===== config.mk =====
export PLATFORM = sky130hd
export DESIGN_NAME = debounce_event_arbiter
export DESIGN_NICKNAME = d
export VERILOG_FILES = /design/src/rtl/debounce_pkg.sv /design/src/rtl/debounce_channel.sv /design/src/rtl/debounce_event_arbiter.sv
export SDC_FILE = /design/constraint.sdc
export NUM_CORES = 1
export LEC_CHECK = 0
export CORE_AREA = 10 10 85 87
export CTS_BUF_LIST = sky130_fd_sc_hd__clkbuf_2 sky130_fd_sc_hd__clkbuf_4 sky130_fd_sc_hd__clkbuf_8
export DETAILED_ROUTE_END_ITERATION = 12
export DIE_AREA = 0 0 95 97
export PLACE_DENSITY_LB_ADDON = 0.05
export SLEW_MARGIN = 5
export SYNTH_ARGS = -nofsm -noshare
export SYNTH_HDL_FRONTEND = slang
export SYNTH_SLANG_ARGS = --single-unit

===== constraint.sdc =====
create_clock -name clk -period 3.4 [get_ports clk]
set_input_delay 0.51 -clock clk [delete_from_list [all_inputs] [get_ports clk]]
set_output_delay 0.51 -clock clk [all_outputs]
set_load 0.05 [all_outputs]

===== src/rtl/debounce_pkg.sv =====
// Shared event encodings and width helpers for the debounce/event arbiter.
// Latency: n/a (declarations only).
// Backpressure: n/a.
package debounce_pkg;

    localparam int EVT_W = 2;

    localparam logic [EVT_W-1:0] EVT_FALL = 2'b00;
    localparam logic [EVT_W-1:0] EVT_RISE = 2'b01;
    localparam logic [EVT_W-1:0] EVT_LONG = 2'b10;

    // Channel index width; a single channel still needs one bit.
    function automatic int chan_width(input int n);
        return (n > 1) ? $clog2(n) : 1;
    endfunction

endpackage


===== src/rtl/debounce_channel.sv =====
// One debounced input: 2-FF sync, tick-based debounce counter, pending edge flag, sticky overflow.
// Latency: 2 sync cycles + DEBOUNCE_TIME-1..DEBOUNCE_TIME ticks from raw change to accepted level.
// Backpressure: pending flag waits for the arbiter clear; a new acceptance overwrites it and flags overflow.
// Optional LONG_PRESS_EN adds a saturating hold counter raising lpend once per press.
module debounce_channel
    import debounce_pkg::*;
#(
    parameter int DEBOUNCE_TIME   = 5,
    parameter int LONG_PRESS_TIME = 1000
) (
    input  logic clk,
    input  logic reset,
    input  logic raw,
    input  logic tick,
    input  logic clr_pend,
    input  logic clr_lpend,
    input  logic clear_overflow,
    output logic stable,
    output logic pend,
    output logic plevel,
    output logic lpend,
    output logic overflow
);

    localparam int CNT_W = $clog2(DEBOUNCE_TIME + 1);

    logic             s1;
    logic             s2;
    logic [CNT_W-1:0] cnt;
    logic             accept;

    // The level is accepted on the tick that completes DEBOUNCE_TIME differing ticks.
    assign accept = tick && (s2 != stable) && (cnt == CNT_W'(DEBOUNCE_TIME - 1));

    // Two-stage synchronizer; reset preloads the current input so no edge is seen.
    always_ff @(posedge clk) begin
        if (reset) begin
            s1 <= raw;
            s2 <= raw;
        end else begin
            s1 <= raw;
            s2 <= s1;
        end
    end

    // Debounce counter: any return to the stable level restarts the count.
    always_ff @(posedge clk) begin
        if (reset) begin
            stable <= raw;
            cnt    <= '0;
        end else if (s2 == stable) begin
            cnt <= '0;
        end else if (tick) begin
            if (accept) begin
                stable <= s2;
                cnt    <= '0;
            end else begin
                cnt <= cnt + 1'b1;
            end
        end
    end

    // Pending edge flag; a new acceptance wins over the arbiter's clear.
    always_ff @(posedge clk) begin
        if (reset) begin
            pend   <= 1'b0;
            plevel <= 1'b0;
        end else if (accept) begin
            pend   <= 1'b1;
            plevel <= s2;
        end else if (clr_pend) begin
            pend <= 1'b0;
        end
    end

    // Sticky overflow when an untaken edge is overwritten; setting wins over clearing.
    always_ff @(posedge clk) begin
        if (reset) begin
            overflow <= 1'b0;
        end else if (accept && pend && !clr_pend) begin
            overflow <= 1'b1;
        end else if (clear_overflow) begin
            overflow <= 1'b0;
        end
    end

`ifdef LONG_PRESS_EN
    localparam int HOLD_W = $clog2(LONG_PRESS_TIME + 1);

    logic [HOLD_W-1:0] hold;

    // Hold counter saturates at LONG_PRESS_TIME so lpend rises only once per press.
    always_ff @(posedge clk) begin
        if (reset) begin
            hold  <= '0;
            lpend <= 1'b0;
        end else begin
            if (!stable) begin
                hold <= '0;
            end else if (tick && (hold != HOLD_W'(LONG_PRESS_TIME))) begin
                hold <= hold + 1'b1;
            end
            if (stable && tick && (hold == HOLD_W'(LONG_PRESS_TIME - 1))) begin
                lpend <= 1'b1;
            end else if (clr_lpend) begin
                lpend <= 1'b0;
            end
        end
    end
`else
    logic unused_long;
    assign unused_long = clr_lpend | (LONG_PRESS_TIME == 0);
    assign lpend       = 1'b0;
`endif

endmodule


===== src/rtl/debounce_event_arbiter.sv =====
// N debounced inputs sharing one 1 ms prescaler, edge events arbitrated round-robin onto one port.
// Latency: one cycle from a pending flag to event_valid when the output register is free.
// Backpressure: valid/ready; the event is held while valid && !ready, flags keep pending.
// Build with LONG_PRESS_EN to add long-press events (type 10).
module debounce_event_arbiter
    import debounce_pkg::*;
#(
    parameter int N_CHAN          = 4,
    parameter int CLOCK_FREQUENCY = 50,
    parameter int DEBOUNCE_TIME   = 5,
    parameter int LONG_PRESS_TIME = 1000
) (
    input  logic                            clk,
    input  logic                            reset,
    input  logic [N_CHAN-1:0]               raw_in,
    output logic [N_CHAN-1:0]               stable_state,
    output logic                            event_valid,
    input  logic                            event_ready,
    output logic [chan_width(N_CHAN)-1:0]   event_chan,
    output logic [EVT_W-1:0]                event_type,
    output logic [N_CHAN-1:0]               overflow,
    input  logic [N_CHAN-1:0]               clear_overflow
);

    localparam int CHAN_W = chan_width(N_CHAN);
    localparam int TICK   = CLOCK_FREQUENCY * 1000;
    localparam int PRE_W  = $clog2(TICK);

    logic [PRE_W-1:0]  pre;
    logic              tick;
    logic [N_CHAN-1:0] pend;
    logic [N_CHAN-1:0] plevel;
    logic [N_CHAN-1:0] lpend;
    logic [N_CHAN-1:0] clr_pend;
    logic [N_CHAN-1:0] clr_lpend;
    logic [CHAN_W-1:0] last_grant;
    logic [CHAN_W-1:0] grant;
    logic [CHAN_W-1:0] idx;
    logic [EVT_W-1:0]  grant_type;
    logic              found;
    logic              grant_long;
    logic              load;
    int                pos;

    assign tick = (pre == PRE_W'(TICK - 1));

    // Shared millisecond prescaler, one-cycle tick at the top of its range.
    always_ff @(posedge clk) begin
        if (reset || tick) begin
            pre <= '0;
        end else begin
            pre <= pre + 1'b1;
        end
    end

    for (genvar c = 0; c < N_CHAN; c++) begin : g_chan
        debounce_channel #(
            .DEBOUNCE_TIME   (DEBOUNCE_TIME),
            .LONG_PRESS_TIME (LONG_PRESS_TIME)
        ) u_chan (
            .clk            (clk),
            .reset          (reset),
            .raw            (raw_in[c]),
            .tick           (tick),
            .clr_pend       (clr_pend[c]),
            .clr_lpend      (clr_lpend[c]),
            .clear_overflow (clear_overflow[c]),
            .stable         (stable_state[c]),
            .pend           (pend[c]),
            .plevel         (plevel[c]),
            .lpend          (lpend[c]),
            .overflow       (overflow[c])
        );
    end

    // Round-robin search starting just after the last granted channel.
    always_comb begin
        found      = 1'b0;
        grant      = '0;
        grant_long = 1'b0;
        idx        = '0;
        pos        = 0;
        for (int i = 0; i < N_CHAN; i++) begin
            pos = int'(last_grant) + 1 + i;
            if (pos >= N_CHAN) begin
                pos = pos - N_CHAN;
            end
            idx = CHAN_W'(pos);
            if (!found && (pend[idx] || lpend[idx])) begin
                found      = 1'b1;
                grant      = idx;
                grant_long = !pend[idx];
            end
        end
    end

    // Edge events take priority over long-press within a channel.
    assign grant_type = grant_long ? EVT_LONG : (plevel[grant] ? EVT_RISE : EVT_FALL);
    assign load       = !event_valid || event_ready;

    // Clear the granted flag in the same cycle the output register captures it.
    always_comb begin
        clr_pend  = '0;
        clr_lpend = '0;
        for (int c = 0; c < N_CHAN; c++) begin
            if (load && found && (grant == CHAN_W'(c))) begin
                if (grant_long) begin
                    clr_lpend[c] = 1'b1;
                end else begin
                    clr_pend[c] = 1'b1;
                end
            end
        end
    end

    // Output register and arbiter pointer; both frozen during a stall.
    always_ff @(posedge clk) begin
        if (reset) begin
            event_valid <= 1'b0;
            event_chan  <= '0;
            event_type  <= EVT_FALL;
            last_grant  <= CHAN_W'(N_CHAN - 1);
        end else if (load) begin
            if (found) begin
                event_valid <= 1'b1;
                event_chan  <= grant;
                event_type  <= grant_type;
                last_grant  <= grant;
            end else begin
                event_valid <= 1'b0;
            end
        end
    end

endmodule


# Yosys cells after proc, flatten, opt, wreduce, memory -nomap -nowiden
# Index checks and enable logic that the tools add are counted.
# W data, S select, Z words.
[word_totals]
register_bits = 59
out_inout_bits = 13
[op_classes]
muxes = 82
order_cmp = 9
add_sub_neg = 13
n_eq_ne = 20
reduce_logical = 65
[ops]
columns = ["cell", "n"]
rows = [
  ["$mux W1", 60],
  ["$reduce_bool A2 Y1", 13],
  ["$logic_and A1 B1 Y1", 24],
  ["$bmux W1 S2", 9],
  ["$mux W2", 9],
  ["$add A16 B1 Y16 const B", 1],
  ["$eq A16 B16 Y1 const B", 1],
  ["$lt A2 B3 Y1 const B", 5],
  ["$add A3 B1 Y3 const B", 4],
  ["$eq A3 B3 Y1 const B", 4],
  ["$ge A4 B3 Y1 const B", 3],
  ["$logic_not A1 Y1", 12],
  ["$mux W3", 4],
  ["$reduce_and A3 Y1", 4],
  ["$add A3 B2 Y4 const B", 2],
  ["$ne A2 B2 Y1 const B", 4],
  ["$reduce_or A2 Y1", 4],
  ["$sub A2 B1 Y2 const B", 4],
  ["$logic_or A1 B1 Y1", 6],
  ["$add A3 B1 Y4 const B", 1],
  ["$eq A1 B1 Y1", 4],
  ["$eq A2 B2 Y1 const B", 2],
  ["$ne A1 B1 Y1", 4],
  ["$add A2 B1 Y3 const B", 1],
  ["4 further kinds", 4],
]

# Logic depth before layout (Yosys ltp)
[logic_depth]
depth_word = 22
mapped_depth = 7
ltp_nobuf = 6

# Modules after synthesis
# A second synthesis with hierarchy kept.
[hier_totals]
cells_unflattened = 327
hier_area_um2 = 3057.9
[by_module_without_submodules]
columns = ["mod", "area_each_um2", "instances", "cells_per_inst"]
rows = [
  ["debounce_channel", 395.4, 4, 39],
  ["debounce_event_arbiter", 1476.4, 1, 171],
]

# Worst setup path before layout
# OpenSTA, ideal clock, no wires.
[synth_timing]
kind = "register to register"
from = "register pre[7]"
to = "register pre[5]"
path_buffers = 2
required_time_ps = 3285
stages_incl_launch_ff = 7
arrival_ps = 1731
path_slack_ps = 1554
cell_sequence = "dfxtp_1 or4b_4 nor4_4 or2_0 buf_2 buf_4 nor2_1"
[synth_between]
elab_chain_cells = 2
[synth_rtl]
columns = ["element", "line", "source"]
rows = [
  ["start: declaration", "debounce_event_arbiter.sv:29", "logic [PRE_W-1:0] pre;"],
  ["start signal: assignment", "debounce_event_arbiter.sv:52", "pre <= pre + 1'b1;"],
  ["$eq A16 B16 Y1", "debounce_event_arbiter.sv:45", "assign tick = (pre == PRE_W'(TICK - 1));"],
  ["$logic_or A1 B1 Y1", "debounce_event_arbiter.sv:49", "if (reset || tick) begin"],
]
# No other way between the ends.
# A chain may end at the register's enable or synchronous reset.

# Final worst setup path
[layout_timing]
from = "register pre[7]"
to = "register pre[3]"
# The elaborated chain is that of the path after synthesis.

==> flow_summary.html <==
<table>
<tr><th>Metric</th><th>Value</th></tr>
<tr><th colspan="2">Layout</th></tr>
<tr><td>Final Util</td><td>0.5581</td></tr>
<tr><td>Cell area after layout</td><td>3054 um^2</td></tr>
<tr><td>Register cell area after layout</td><td>1221 um^2</td></tr>
<tr><td>Diode insertion count for antenna repair</td><td>0</td></tr>
<tr><td>Filler cell count in the final layout</td><td>518</td></tr>
<tr><td>Area taken by multi-input logic gates</td><td>1229 um^2</td></tr>
<tr><td>Share of cells above drive strength 1</td><td>0.07886</td></tr>
<tr><td>Final nets</td><td>332</td></tr>
<tr><td>Synthesis-to-layout area growth</td><td>16.35%</td></tr>
<tr><th colspan="2">Timing</th></tr>
<tr><td>Total negative setup slack</td><td>0 ns</td></tr>
<tr><td>Relative max-transition margin</td><td>0.4114</td></tr>
<tr><td>Tightest hold margin</td><td>0.4355 ns</td></tr>
<tr><td>Final hold vios</td><td>0</td></tr>
<tr><td>Part of the cycle the worst path needs</td><td>0.6328</td></tr>
<tr><td>Period minus WS final</td><td>2.152 ns</td></tr>
<tr><td>Final-report setup violation count</td><td>0</td></tr>
<tr><td>Unrepaired setup endpoints after global routing</td><td>false</td></tr>
<tr><td>Final Skew</td><td>0.007637 ns</td></tr>
<tr><td>Max Freq</td><td>464.8 MHz</td></tr>
<tr><td>Worst-margin pin slew</td><td>0.8714 ns</td></tr>
<tr><td>Slew Viols, Final</td><td>0</td></tr>
<tr><th colspan="2">Clocking</th></tr>
<tr><td>CTS Buffer Depth</td><td>2</td></tr>
<tr><td>Buffers inserted by post-CTS timing repair</td><td>0</td></tr>
<tr><td>Number of buffers inserted during clock tree synthesis</td><td>9</td></tr>
<tr><td>Later-pin clock latency in the skew report</td><td>0.33 ns</td></tr>
<tr><td>Cts-stage hold buffer count</td><td>0</td></tr>
<tr><td>Root cell of the clock tree</td><td>sky130_fd_sc_hd__clkbuf_8</td></tr>
<tr><td>Clock net sink count</td><td>59</td></tr>
<tr><td>Clock-pin slew on the worst setup and hold paths</td><td>0.06 ns</td></tr>
<tr><td>Number of instances resized during post-cts repair</td><td>0</td></tr>
<tr><td>Clock tree from TritonCTS</td><td>built</td></tr>
<tr><td>H-tree depth</td><td>3</td></tr>
<tr><th colspan="2">Critical path</th></tr>
<tr><td>Crit path max-delay family</td><td>simple AND/OR/NAND/NOR gates</td></tr>
<tr><td>Crit-path max FO</td><td>15</td></tr>
<tr><td>Buffers and inverters on the worst path</td><td>0</td></tr>
<tr><td>Kind of critical path</td><td>flip-flop to flip-flop</td></tr>
<tr><td>Critical Path, Cell by Cell</td><td>or4b_4 &gt; nor4_4 &gt; or2_0 &gt; nor2_1</td></tr>
<tr><td>Worst Setup End Kind</td><td>flip-flop</td></tr>
<tr><td>CP required</td><td>3.58 ns</td></tr>
<tr><td>Crit path DAT</td><td>2.33 ns</td></tr>
<tr><td>Stage delay of the slowest cell on the critical path</td><td>0.70 ns</td></tr>
<tr><td>Slowest-stage cell, CP</td><td>sky130_fd_sc_hd__or2_0</td></tr>
<tr><td>Sort of element at the start of the critical path</td><td>flip-flop</td></tr>
<tr><th colspan="2">Power</th></tr>
<tr><td>Internal power of the cells</td><td>1104 uW</td></tr>
<tr><td>Fraction of power spent switching nets</td><td>0.2216</td></tr>
<tr><td>Leakage power</td><td>0.001132 uW</td></tr>
<tr><td>Flop pwr share</td><td>0.509</td></tr>
<tr><td>Pwr dens</td><td>464.3 nW/um^2</td></tr>
<tr><td>Worst vdd ir</td><td>253.3 uV</td></tr>
<tr><td>Sw Pwr</td><td>314.3 uW</td></tr>
<tr><td>Overall power</td><td>1418 uW</td></tr>
<tr><td>Combinational group share of total power</td><td>0.049</td></tr>
<tr><td>Power share of the clock group</td><td>0.442</td></tr>
<tr><th colspan="2">Synthesis</th></tr>
<tr><td>Combined area of all synthesized cells</td><td>2625 um^2</td></tr>
<tr><td>Post-synthesis xor/xnor area fraction</td><td>0.06006</td></tr>
<tr><td>Asr flop ratio synth</td><td>0</td></tr>
<tr><td>Area share of the largest cell type after synthesis</td><td>0.4194</td></tr>
<tr><td>Simple-gate share of the synthesized area</td><td>0.2283</td></tr>
<tr><td>Synthesized area per cell</td><td>8.959 um^2</td></tr>
<tr><td>Number of standard cells after synthesis</td><td>293</td></tr>
<tr><td>Post-synth top area cell</td><td>sky130_fd_sc_hd__dfxtp_1</td></tr>
<tr><td>Number of enable flip-flop cells after synthesis</td><td>4</td></tr>
<tr><td>Seq/Total Area, Yosys</td><td>0.4652</td></tr>
<tr><td>Leading post-synthesis cells by cell area</td><td>sky130_fd_sc_hd__dfxtp_1 (42%), sky130_fd_sc_hd__nor2_1 (5.0%), sky130_fd_sc_hd__xor2_1 (4.7%)</td></tr>
<tr><td>Synth Area in Compound Gates</td><td>0.1092</td></tr>
<tr><td>Net count of the mapped netlist</td><td>313</td></tr>
<tr><td>Most used flip-flop cell after synthesis</td><td>sky130_fd_sc_hd__dfxtp_1</td></tr>
<tr><td>Adder and majority cell fraction of the synthesized area</td><td>0.04290</td></tr>
<tr><td>Number of register bits inferred by synthesis</td><td>59</td></tr>
<tr><td>Count of unique library cells instantiated by Yosys</td><td>38</td></tr>
<tr><td>Top cell types by occurrence after synthesis</td><td>sky130_fd_sc_hd__dfxtp_1 (55), sky130_fd_sc_hd__nor2_1 (35), sky130_fd_sc_hd__nand2_1 (24), sky130_fd_sc_hd__inv_1 (19), sky130_fd_sc_hd__a21oi_1 (18)</td></tr>
<tr><td>Most frequently used cell type in the post-synthesis netlist</td><td>sky130_fd_sc_hd__dfxtp_1</td></tr>
<tr><td>Main combinational cell family by area after synthesis</td><td>simple AND/OR/NAND/NOR gates</td></tr>
<tr><td>Yosys warns</td><td>0</td></tr>
<tr><td>Multiplexer area fraction after synthesis</td><td>0.02765</td></tr>
<tr><th colspan="2">Placement</th></tr>
<tr><td>HPWL Detailed</td><td>3543 um</td></tr>
<tr><td>Number of buffer cells added on primary ports</td><td>23</td></tr>
<tr><td>Final weighted congestion of routability-driven global placement</td><td>0.8128</td></tr>
<tr><td>Area post-placement</td><td>2856 um^2</td></tr>
<tr><th colspan="2">Global routing</th></tr>
<tr><td>Vias in the first global route</td><td>1895</td></tr>
<tr><td>Grt ovf</td><td>0</td></tr>
<tr><td>Number of antenna violations at the first check in global routing</td><td>0</td></tr>
<tr><td>Aggregate global-route resource usage</td><td>0.1135</td></tr>
<tr><td>Global-route wire length before repair</td><td>8556 um</td></tr>
<tr><td>Pin count of the biggest net entering global routing</td><td>46</td></tr>
<tr><th colspan="2">Hold path</th></tr>
<tr><td>Class of the worst hold path</td><td>flip-flop to flip-flop</td></tr>
<tr><th colspan="2">Drt</th></tr>
<tr><td>Mean routed wirelength per cell</td><td>12.72 um</td></tr>
<tr><td>DRT Wirelength</td><td>4947 um</td></tr>
<tr><td>Pre-Repair DR Iteration Count</td><td>4</td></tr>
<tr><td>Vias per inst</td><td>4.918</td></tr>
<tr><td>Count of vias placed by the detailed router</td><td>1913</td></tr>
<tr><td>Number of design-rule violations left by the first detailed-router iteration</td><td>101</td></tr>
<tr><td>Drc violations</td><td>0</td></tr>
<tr><td>Residual antenna-violating net count after detailed routing</td><td>0</td></tr>
<tr><th colspan="2">Job</th></tr>
<tr><td>Max-cap violations</td><td>0</td></tr>
<tr><th colspan="2">Die</th></tr>
<tr><td>Area enclosed by the die boundary</td><td>9215 um^2</td></tr>
<tr><td>Die boundary width</td><td>95 um</td></tr>
<tr><td>Starting density of the core</td><td>0.4797</td></tr>
<tr><td>Die extent in y</td><td>97 um</td></tr>
<tr><td>Row count</td><td>27</td></tr>
<tr><td>Number of ports placed on the die boundary</td><td>24</td></tr>
<tr><td>Placeable core area</td><td>5473 um^2</td></tr>
<tr><th colspan="2">Run status</th></tr>
<tr><td>Outcome</td><td>completed</td></tr>
</table>
-- cell type report --
class | instances | area share
inverters | 19 | 0.02335
repair buffers | 25 | 0.08029
clock buffers | 11 | 0.04752
clock inverters | 5 | 0.01721
well taps | 72 | 0.02950
flip-flops and latches | 59 | 0.3998
multi-input cells | 198 | 0.4023
-- path summary, 6_finish.rpt --
check | endpoint | from | cells past startpoint | slack (ns)
worst min register to register | g_chan[3].u_chan.s2$_DFF_P_ | g_chan[3].u_chan.s1$_DFF_P_ | 2 | 0.44
worst min-delay path | g_chan[3].u_chan.s2$_DFF_P_ | g_chan[3].u_chan.s1$_DFF_P_ | 2 | 0.44
worst max-delay path | pre[3]$_SDFF_PP0_ | pre[7]$_SDFF_PP0_ | 4 | 1.25
worst max register to register | pre[3]$_SDFF_PP0_ | pre[7]$_SDFF_PP0_ | 4 | 1.25
-- worst reg2reg max path: stages, from the launching register on --
cell and delay (ns):
sky130_fd_sc_hd__dfxtp_1 0.34, sky130_fd_sc_hd__or4b_4 0.56, sky130_fd_sc_hd__nor4_4 0.28, sky130_fd_sc_hd__or2_0 0.70, sky130_fd_sc_hd__nor2_1 0.12
-- layout by cell type, fill, tap and decap left out, types with 12 or more instances in the layout --
master	netlist	final
sky130_fd_sc_hd__dfxtp_1	55	55
sky130_fd_sc_hd__nor2_1	35	35
sky130_fd_sc_hd__nand2_1	24	24
sky130_fd_sc_hd__clkdlybuf4s50_1	0	23
sky130_fd_sc_hd__inv_1	19	19
sky130_fd_sc_hd__a21oi_1	18	18
sky130_fd_sc_hd__o21ai_0	17	17
sky130_fd_sc_hd__nand2b_1	16	16
sky130_fd_sc_hd__xor2_1	14	14
sky130_fd_sc_hd__nand3_1	12	12
-- per-layer routing --
layer  part of all wire  vias to the layer above  track usage
li1                   -                     1021            -
met1               0.51                      857       0.1485
met2               0.42                       25       0.1576
met3              0.046                       10      0.04163
met4              0.024                        0      0.05835
met5                  0                        -            0
-- metrics by stage --
stage / setup WS (ns) / cells
after floorplan: 1.554 / 293
after global placement: 1.253 / 373
after detailed placement: 1.191 / 373
after CTS: 1.176 / 389
after global routing: 1.055 / 389
final: 1.248 / 389
-- sequential cells by signal, indices dropped and copies added (netlist names) --
name	flops
pre	16
g_chan.u_chan.cnt	12
g_chan.u_chan.overflow	4
g_chan.u_chan.pend	4
g_chan.u_chan.plevel	4
g_chan.u_chan.s1	4
g_chan.u_chan.s2	4
g_chan.u_chan.stable	4
event_chan	2
event_type	2
last_grant	2
event_valid	1
-- cell families after synthesis --
family          after synthesis
simple gates                115
flops                        59
compound gates               49
buf+inv                      36
xor+xnor                     18
fa+ha+maj                     9
mux                           7
-- power groups by stage --
stage	logic [uW]	registers [uW]	clock network (uW)
after global placement	69.1	738	0
after floorplan	49.4	735	0
after detailed placement	69.7	738	0
after CTS	69.8	722	644
after global routing	76.7	723	685
final	68.8	722	627
Note: power is estimated with default switching activity, not from simulation.
